### config.mk
export PLATFORM = sky130hd
export DESIGN_NAME = prime_collector
export DESIGN_NICKNAME = d
export VERILOG_FILES = /design/src/rtl/prime_collector.sv
export SDC_FILE = /design/constraint.sdc
export NUM_CORES = 1
export LEC_CHECK = 0
export BUFFER_PORTS_ARGS = -buffer_cell sky130_fd_sc_hd__clkbuf_2
export CAP_MARGIN = 15
export CORE_MARGIN = 4
export CORE_UTILIZATION = 23
export DETAILED_ROUTE_END_ITERATION = 16
export SETUP_SLACK_MARGIN = 0.1
export SLEW_MARGIN = 25
export SYNTH_ARGS = -nofsm -noshare
export SYNTH_HDL_FRONTEND = slang
export SYNTH_SLANG_ARGS = --single-unit
### constraint.sdc
create_clock -name clk -period 2.85 [get_ports clk]
set_clock_uncertainty 0.15 [all_clocks]
set_input_delay 0.1425 -clock clk [delete_from_list [all_inputs] [get_ports clk]]
set_output_delay 0.1425 -clock clk [all_outputs]
set_load 0.02 [all_outputs]
### src/rtl/prime_collector.sv
// prime_collector
//   Consumer of the prime-search stage. Captures every newly reported prime
//   into a FIFO that is drained with a valid/ready handshake. Also tracks
//   twin-prime count and largest gap, and raises done once the search has
//   passed numMax and the FIFO has drained.
//
// Optional feature macro: PRIME_COLLECTOR_STATS_EN
//   defined   : twinCount / maxGap statistics are implemented
//   undefined : statistics logic omitted, twinCount and maxGap read 0
//
// Ports
//   clk            rising-edge clock
//   rst            synchronous active-low reset
//   numMax         search limit (same value the search stage uses)
//   prime          most recent prime from upstream
//   numberChecked  candidate currently tested upstream
//   numberOfPrimes running prime count upstream (a change marks a new prime)
//   out_ready      consumer accepts head entry
//   out_valid      FIFO non-empty
//   out_prime      FIFO head entry
//   fifo_count     current occupancy (0..DEPTH)
//   full           fifo_count == DEPTH
//   overflow       sticky, a prime was dropped because the FIFO was full
//   twinCount      number of consecutive prime pairs with gap 2 (saturating)
//   maxGap         largest gap between consecutive captured primes
//   done           search complete and FIFO empty (registered)
//
// States
//   IDLE | waiting for a non-zero numMax
//   RUN  | search in progress, count changes are captured
//   DONE | numberChecked reached numMax, held until reset
module prime_collector #(
  parameter int WIDTH  = 11,
  parameter int DEPTH  = 16,
  parameter int ADDR_W = 4
) (
  input  logic              clk,
  input  logic              rst,
  input  logic [WIDTH-1:0]  numMax,
  input  logic [WIDTH-1:0]  prime,
  input  logic [WIDTH-1:0]  numberChecked,
  input  logic [WIDTH-1:0]  numberOfPrimes,
  input  logic              out_ready,
  output logic              out_valid,
  output logic [WIDTH-1:0]  out_prime,
  output logic [ADDR_W:0]   fifo_count,
  output logic              full,
  output logic              overflow,
  output logic [WIDTH-1:0]  twinCount,
  output logic [WIDTH-1:0]  maxGap,
  output logic              done
);

  typedef enum logic [1:0] {IDLE, RUN, DONE} state_t;

  localparam logic [ADDR_W:0]   CNT_FULL = (ADDR_W+1)'(DEPTH);
  localparam logic [ADDR_W:0]   CNT_ONE  = (ADDR_W+1)'(1);
  localparam logic [ADDR_W-1:0] PTR_ONE  = ADDR_W'(1);

  state_t            state_q, state_d;
  logic [WIDTH-1:0]  prev_count_q;
  logic [ADDR_W-1:0] wr_ptr_q, rd_ptr_q;
  logic [ADDR_W:0]   count_q, count_d;
  logic              overflow_q;
  logic              done_q;
  logic [WIDTH-1:0]  mem_q [DEPTH];

  logic prime_evt, push, pop;

  assign out_valid  = (count_q != '0);
  assign full       = (count_q == CNT_FULL);
  assign out_prime  = mem_q[rd_ptr_q];
  assign fifo_count = count_q;
  assign overflow   = overflow_q;
  assign done       = done_q;

  assign prime_evt = (state_q == RUN) && (numberOfPrimes != prev_count_q);
  assign pop       = out_valid && out_ready;
  // A pop in the same cycle frees the slot, so a full FIFO still accepts.
  assign push      = prime_evt && (!full || pop);

  always_comb begin
    state_d = state_q;
    case (state_q)
      IDLE:    if (numMax != '0) state_d = RUN;
      RUN:     if (numberChecked >= numMax) state_d = DONE;
      default: state_d = DONE;
    endcase
  end

  always_comb begin
    count_d = count_q;
    if (push && !pop)      count_d = count_q + CNT_ONE;
    else if (pop && !push) count_d = count_q - CNT_ONE;
  end

  always_ff @(posedge clk) begin
    if (!rst) begin
      state_q      <= IDLE;
      prev_count_q <= '0;
      wr_ptr_q     <= '0;
      rd_ptr_q     <= '0;
      count_q      <= '0;
      overflow_q   <= 1'b0;
      done_q       <= 1'b0;
      for (int i = 0; i < DEPTH; i++) mem_q[i] <= '0;
    end else begin
      state_q      <= state_d;
      prev_count_q <= numberOfPrimes;
      count_q      <= count_d;
      if (push) begin
        mem_q[wr_ptr_q] <= prime;
        wr_ptr_q        <= wr_ptr_q + PTR_ONE;
      end
      if (pop) rd_ptr_q <= rd_ptr_q + PTR_ONE;
      if (prime_evt && full && !pop) overflow_q <= 1'b1;
      done_q <= ((state_q == DONE) || (numMax == '0)) && (count_q == '0);
    end
  end

`ifdef PRIME_COLLECTOR_STATS_EN
  localparam logic [WIDTH-1:0] W_ONE = WIDTH'(1);
  localparam logic [WIDTH-1:0] W_TWO = WIDTH'(2);

  logic [WIDTH-1:0] last_prime_q, twin_q, max_gap_q, gap;
  logic             have_last_q;

  assign gap = prime - last_prime_q;

  // Statistics follow every event, including primes the FIFO had to drop.
  always_ff @(posedge clk) begin
    if (!rst) begin
      last_prime_q <= '0;
      have_last_q  <= 1'b0;
      twin_q       <= '0;
      max_gap_q    <= '0;
    end else if (prime_evt) begin
      last_prime_q <= prime;
      have_last_q  <= 1'b1;
      if (have_last_q) begin
        if ((gap == W_TWO) && (twin_q != '1)) twin_q <= twin_q + W_ONE;
        if (gap > max_gap_q) max_gap_q <= gap;
      end
    end
  end

  assign twinCount = twin_q;
  assign maxGap    = max_gap_q;
`else
  assign twinCount = '0;
  assign maxGap    = '0;
`endif

endmodule

==> run metrics <==
Pwr Density=approximately 740 mW/mm^2; fraction of layout cells with a size suffix above 1=between 20% and 30%; Rel. slew slack=41.6%; Final Core Density=~29%; First-pass DRT Iterations=5; TritonCTS Buffers=23; Setup crit start kind=flop; family with the most delay on the worst path=compound AO/OA/AOI/OAI gates; Top FF cell, synth=edfxtp_1; Crit path depth=14; initial core utilization=between 20% and 30%; Syn-to-layout area delta=23.0%; Critical Path Slowest Stage Cell=or3_1; MaxCap Viol Count=0; min-delay src=numMax[10]; Buf/Inv on CP=3; fin. max-slew vios=0; fill count=~4200; Mapped Area=slightly below 0.01 sq mm; CTS clk-pin slew, worst paths=about 0.060 ns; htree depth=1; Peak VDD IR=~390 uV; Cells after Synth=731; ranking of synthesized cells by area=edfxtp_1 (54%), mux4_2 (13%), nor2_1 (7.2%); WP data required=~3.2 ns; GP Congestion=between 0.7 and 0.8; met2 wire len=11800 microns; # port buffers=66; maximum clock frequency=367 MHz; period utilisation layout=95.6%; met3 wire len=around 1600 microns; post-detail-place hpwl=~15000 microns; data arrival time of the worst path=3.03 ns; Detail Route Antenna Nets=0; syn_area_per_cell=between 10 and 15 sq um; Overflow after GRT=0; top sig layer=met5; Worst Hold Class=in2reg; Reg power frac=40.3%; Final Hold Viols=0; Clock Path Buffers=3; Wirelength per Cell=around 17 microns; die height=214 microns; GRT Total Usage=10.7%; number of remaining DRC errors=0; Reg2Reg Setup Slack=around 0.13 ns; Comb power frac=between 20 and 30%; clock share of power=between 30% and 40%; largest net degree at the start of global routing=45; P_leak=roughly 4.2 nW; first-pass GRT wire length=~37000 microns; core area=around 0.042 sq mm; Hold Path Depth=6; final setup fails=0; Yosys reg bits=about 210; Clock Sink Count=between 200 and 250; TritonCTS clock tree=yes; Worst setup EP type=flop; DRT iter0 DRCs=~440; root buf cell=clkbuf_16; die area=about 0.046 sq mm; Clk Latency, worst-skew pair=about 0.52 ns; initial antenna violation count=2; r2r endpoint=fifo_count[4]; met1 WL=10500 microns; DIE WIDTH=214 microns; post-DR vias/cell=4.34; critical path class=reg2reg; EDFF count, synth=176; crit path max fanout=4; Sw Ratio=28.5%; Hold EP=state_q[0]; largest stage delay on the critical path=approximately 0.36 ns; routed wire length=about 24000 microns; vias in the first global route=about 6300; status=finished, final reports clean; crit-path cells=xor2_1 > nor4_2 > buf_4 > a31oi_4 > nand2_4 > inv_4 > ha_4 > inv_6 > fa_2 > a21o_1 > a21oi_2 > xnor2_1 > or3_1 > a21oi_2; yosys warns=0; Switch Pwr=between 2 and 3 mW; Vias=roughly 6000; crit path time final=2.72 ns; I/O Pins=89; unrepaired setup endpoints after global routing=true; Final #Nets=924; setup TNS=0 ns; Seq/Total Area, Yosys=between 60% and 70%; worst reg-to-reg path cell count=14; CP most frequent cell=a21oi_2; top cell type's share of synthesized area=54.4%; area leader, netlist=edfxtp_1; reg-to-reg startpoint=prev_count_q[2]; worst-margin pin slew=approximately 0.9 ns; Cell Int Power=roughly 6.3 mW; # rows=75; post-synth cell types=between 40 and 50; ys async rst share=0%
==> registers in the layout, indices dropped and copies added (netlist names), named ones only <==
register      count
overflow          1
mem_q           176
rd_ptr_q          4
fifo_count        5
done              1
prev_count_q     11
wr_ptr_q          4
state_q           2
==> cell type report <==
class / count / area, sq um / area share, %
clock buffers: 31 / 606 / 5.07
well taps: 539 / 674 / 5.65
clock inverters: 10 / 95.1 / 0.796
repair buffers: 143 / 1140 / 9.56
multi-input cells: 463 / 3410 / 28.6
flip-flops and latches: 208 / 5940 / 49.7
inverters: 17 / 71.3 / 0.597
diodes: 1 / 2.50 / 0.0210
==> layout by cell type (no fill, tap or decap), types with 5 or more instances in the layout <==
cell	synthesis	routed
nand3_1	7	7
buf_6	7	7
conb_1	1	22
edfxtp_1	176	176
mux2i_1	5	5
nand2b_1	7	7
mux4_2	55	55
nor2_1	187	187
xor2_1	14	13
ha_1	20	18
clkbuf_1	12	8
clkbuf_2	1	60
dlygate4sd3_1	0	27
and2_1	12	11
clkbuf_16	0	26
dfxtp_2	0	7
inv_1	16	15
nand2_1	67	67
a21oi_1	9	7
o21ai_1	11	16
buf_12	0	6
dfxtp_1	32	24
buf_4	35	39
==> stage by stage <==
stage	total power, mW	hold slack (ns)	setup WS, ns	instances	instance area, sq um
after floorplan	5.16	0.114	0.119	752	9840
final	8.86	0.0543	0.126	1412	11900
after global placement	5.74	0.230	0.130	1332	10700
after detailed placement	5.77	0.233	0.102	1332	10700
after CTS	8.68	0.0373	0.0945	1403	11700
after global routing	9.27	0.102	-0.0311	1411	11900
==> cell families after synthesis <==
family | Yosys count | share of synthesized area (%)
simple gates | 305 | 13.7
flops | 208 | 61.0
buf+inv | 81 | 5.29
mux | 60 | 13.3
compound gates | 38 | 2.36
fa+ha+maj | 21 | 2.78
xor+xnor | 17 | 1.53
other cells | 1 | 0.0386
==> power groups by stage <==
stage               combinational [mW]  clock (mW)  sequential, mW
CTS                               2.20        2.88            3.60
global placement                  2.06           0            3.68
global route                      2.67        3.00            3.59
finish                            2.48        2.81            3.57
detailed placement                2.08           0            3.69
floorplan                         1.52           0            3.64
==> how the worst max path moves through the flow <==
| stage | startpoint | end | slack (ns) |
|---|---|---|---|
| 2_1_floorplan | fifo_count[2] | fifo_count[4] | 0.12 |
| 3_3_place_gp | prev_count_q[7] | fifo_count[4] | 0.13 |
| 3_5_place_dp | prev_count_q[7] | fifo_count[4] | 0.10 |
| 4_1_cts | flop | out_prime[10] | 0.09 |
| 5_1_grt | prev_count_q[7] | fifo_count[4] | -0.03 |
| 6_report | prev_count_q[2] | fifo_count[4] | 0.13 |
==> what timing repair did <==
action,4_1_cts,5_1_grt
buffers inserted,3,5
pin swaps,2,10
setup endpoints to repair,12,9
hold buffers,27,0
hold endpoints to repair,183,0
cloned,0,3
resized for setup,3,30
==> synthesized netlist by cell type, types with 4 or more instances <==
cell and number:
nor2_1 187, edfxtp_1 176, nand2_1 67, mux4_2 55, buf_4 35, dfxtp_1 32, ha_1 20, inv_1 16
xor2_1 14, and2_1 12, clkbuf_1 12, o21ai_1 11, a21oi_1 9, o21ai_0 9, buf_6 7, nand2b_1 7
nand3_1 7, buf_1 5, mux2i_1 5, nand4_1 4, nand4_4 4
==> worst min-delay path, cell delays in order <==
cell	delay, ns
clkbuf_2	0.10
inv_1	0.06
ha_1	0.14
nor3_1	0.05
o21ai_0	0.10
a21oi_1	0.08
==> per-layer routing <==
| layer | vias to the layer above | global-route usage [%] |
|---|---|---|
| met2 | 192 | 18.1 |
| met3 | 34 | 2.43 |
| met1 | 3072 | 13.9 |
| met4 | 2 | 2.60 |
| li1 | 2831 | - |
| met5 | - | 0 |
Note: power is estimated with default switching activity, not from simulation.
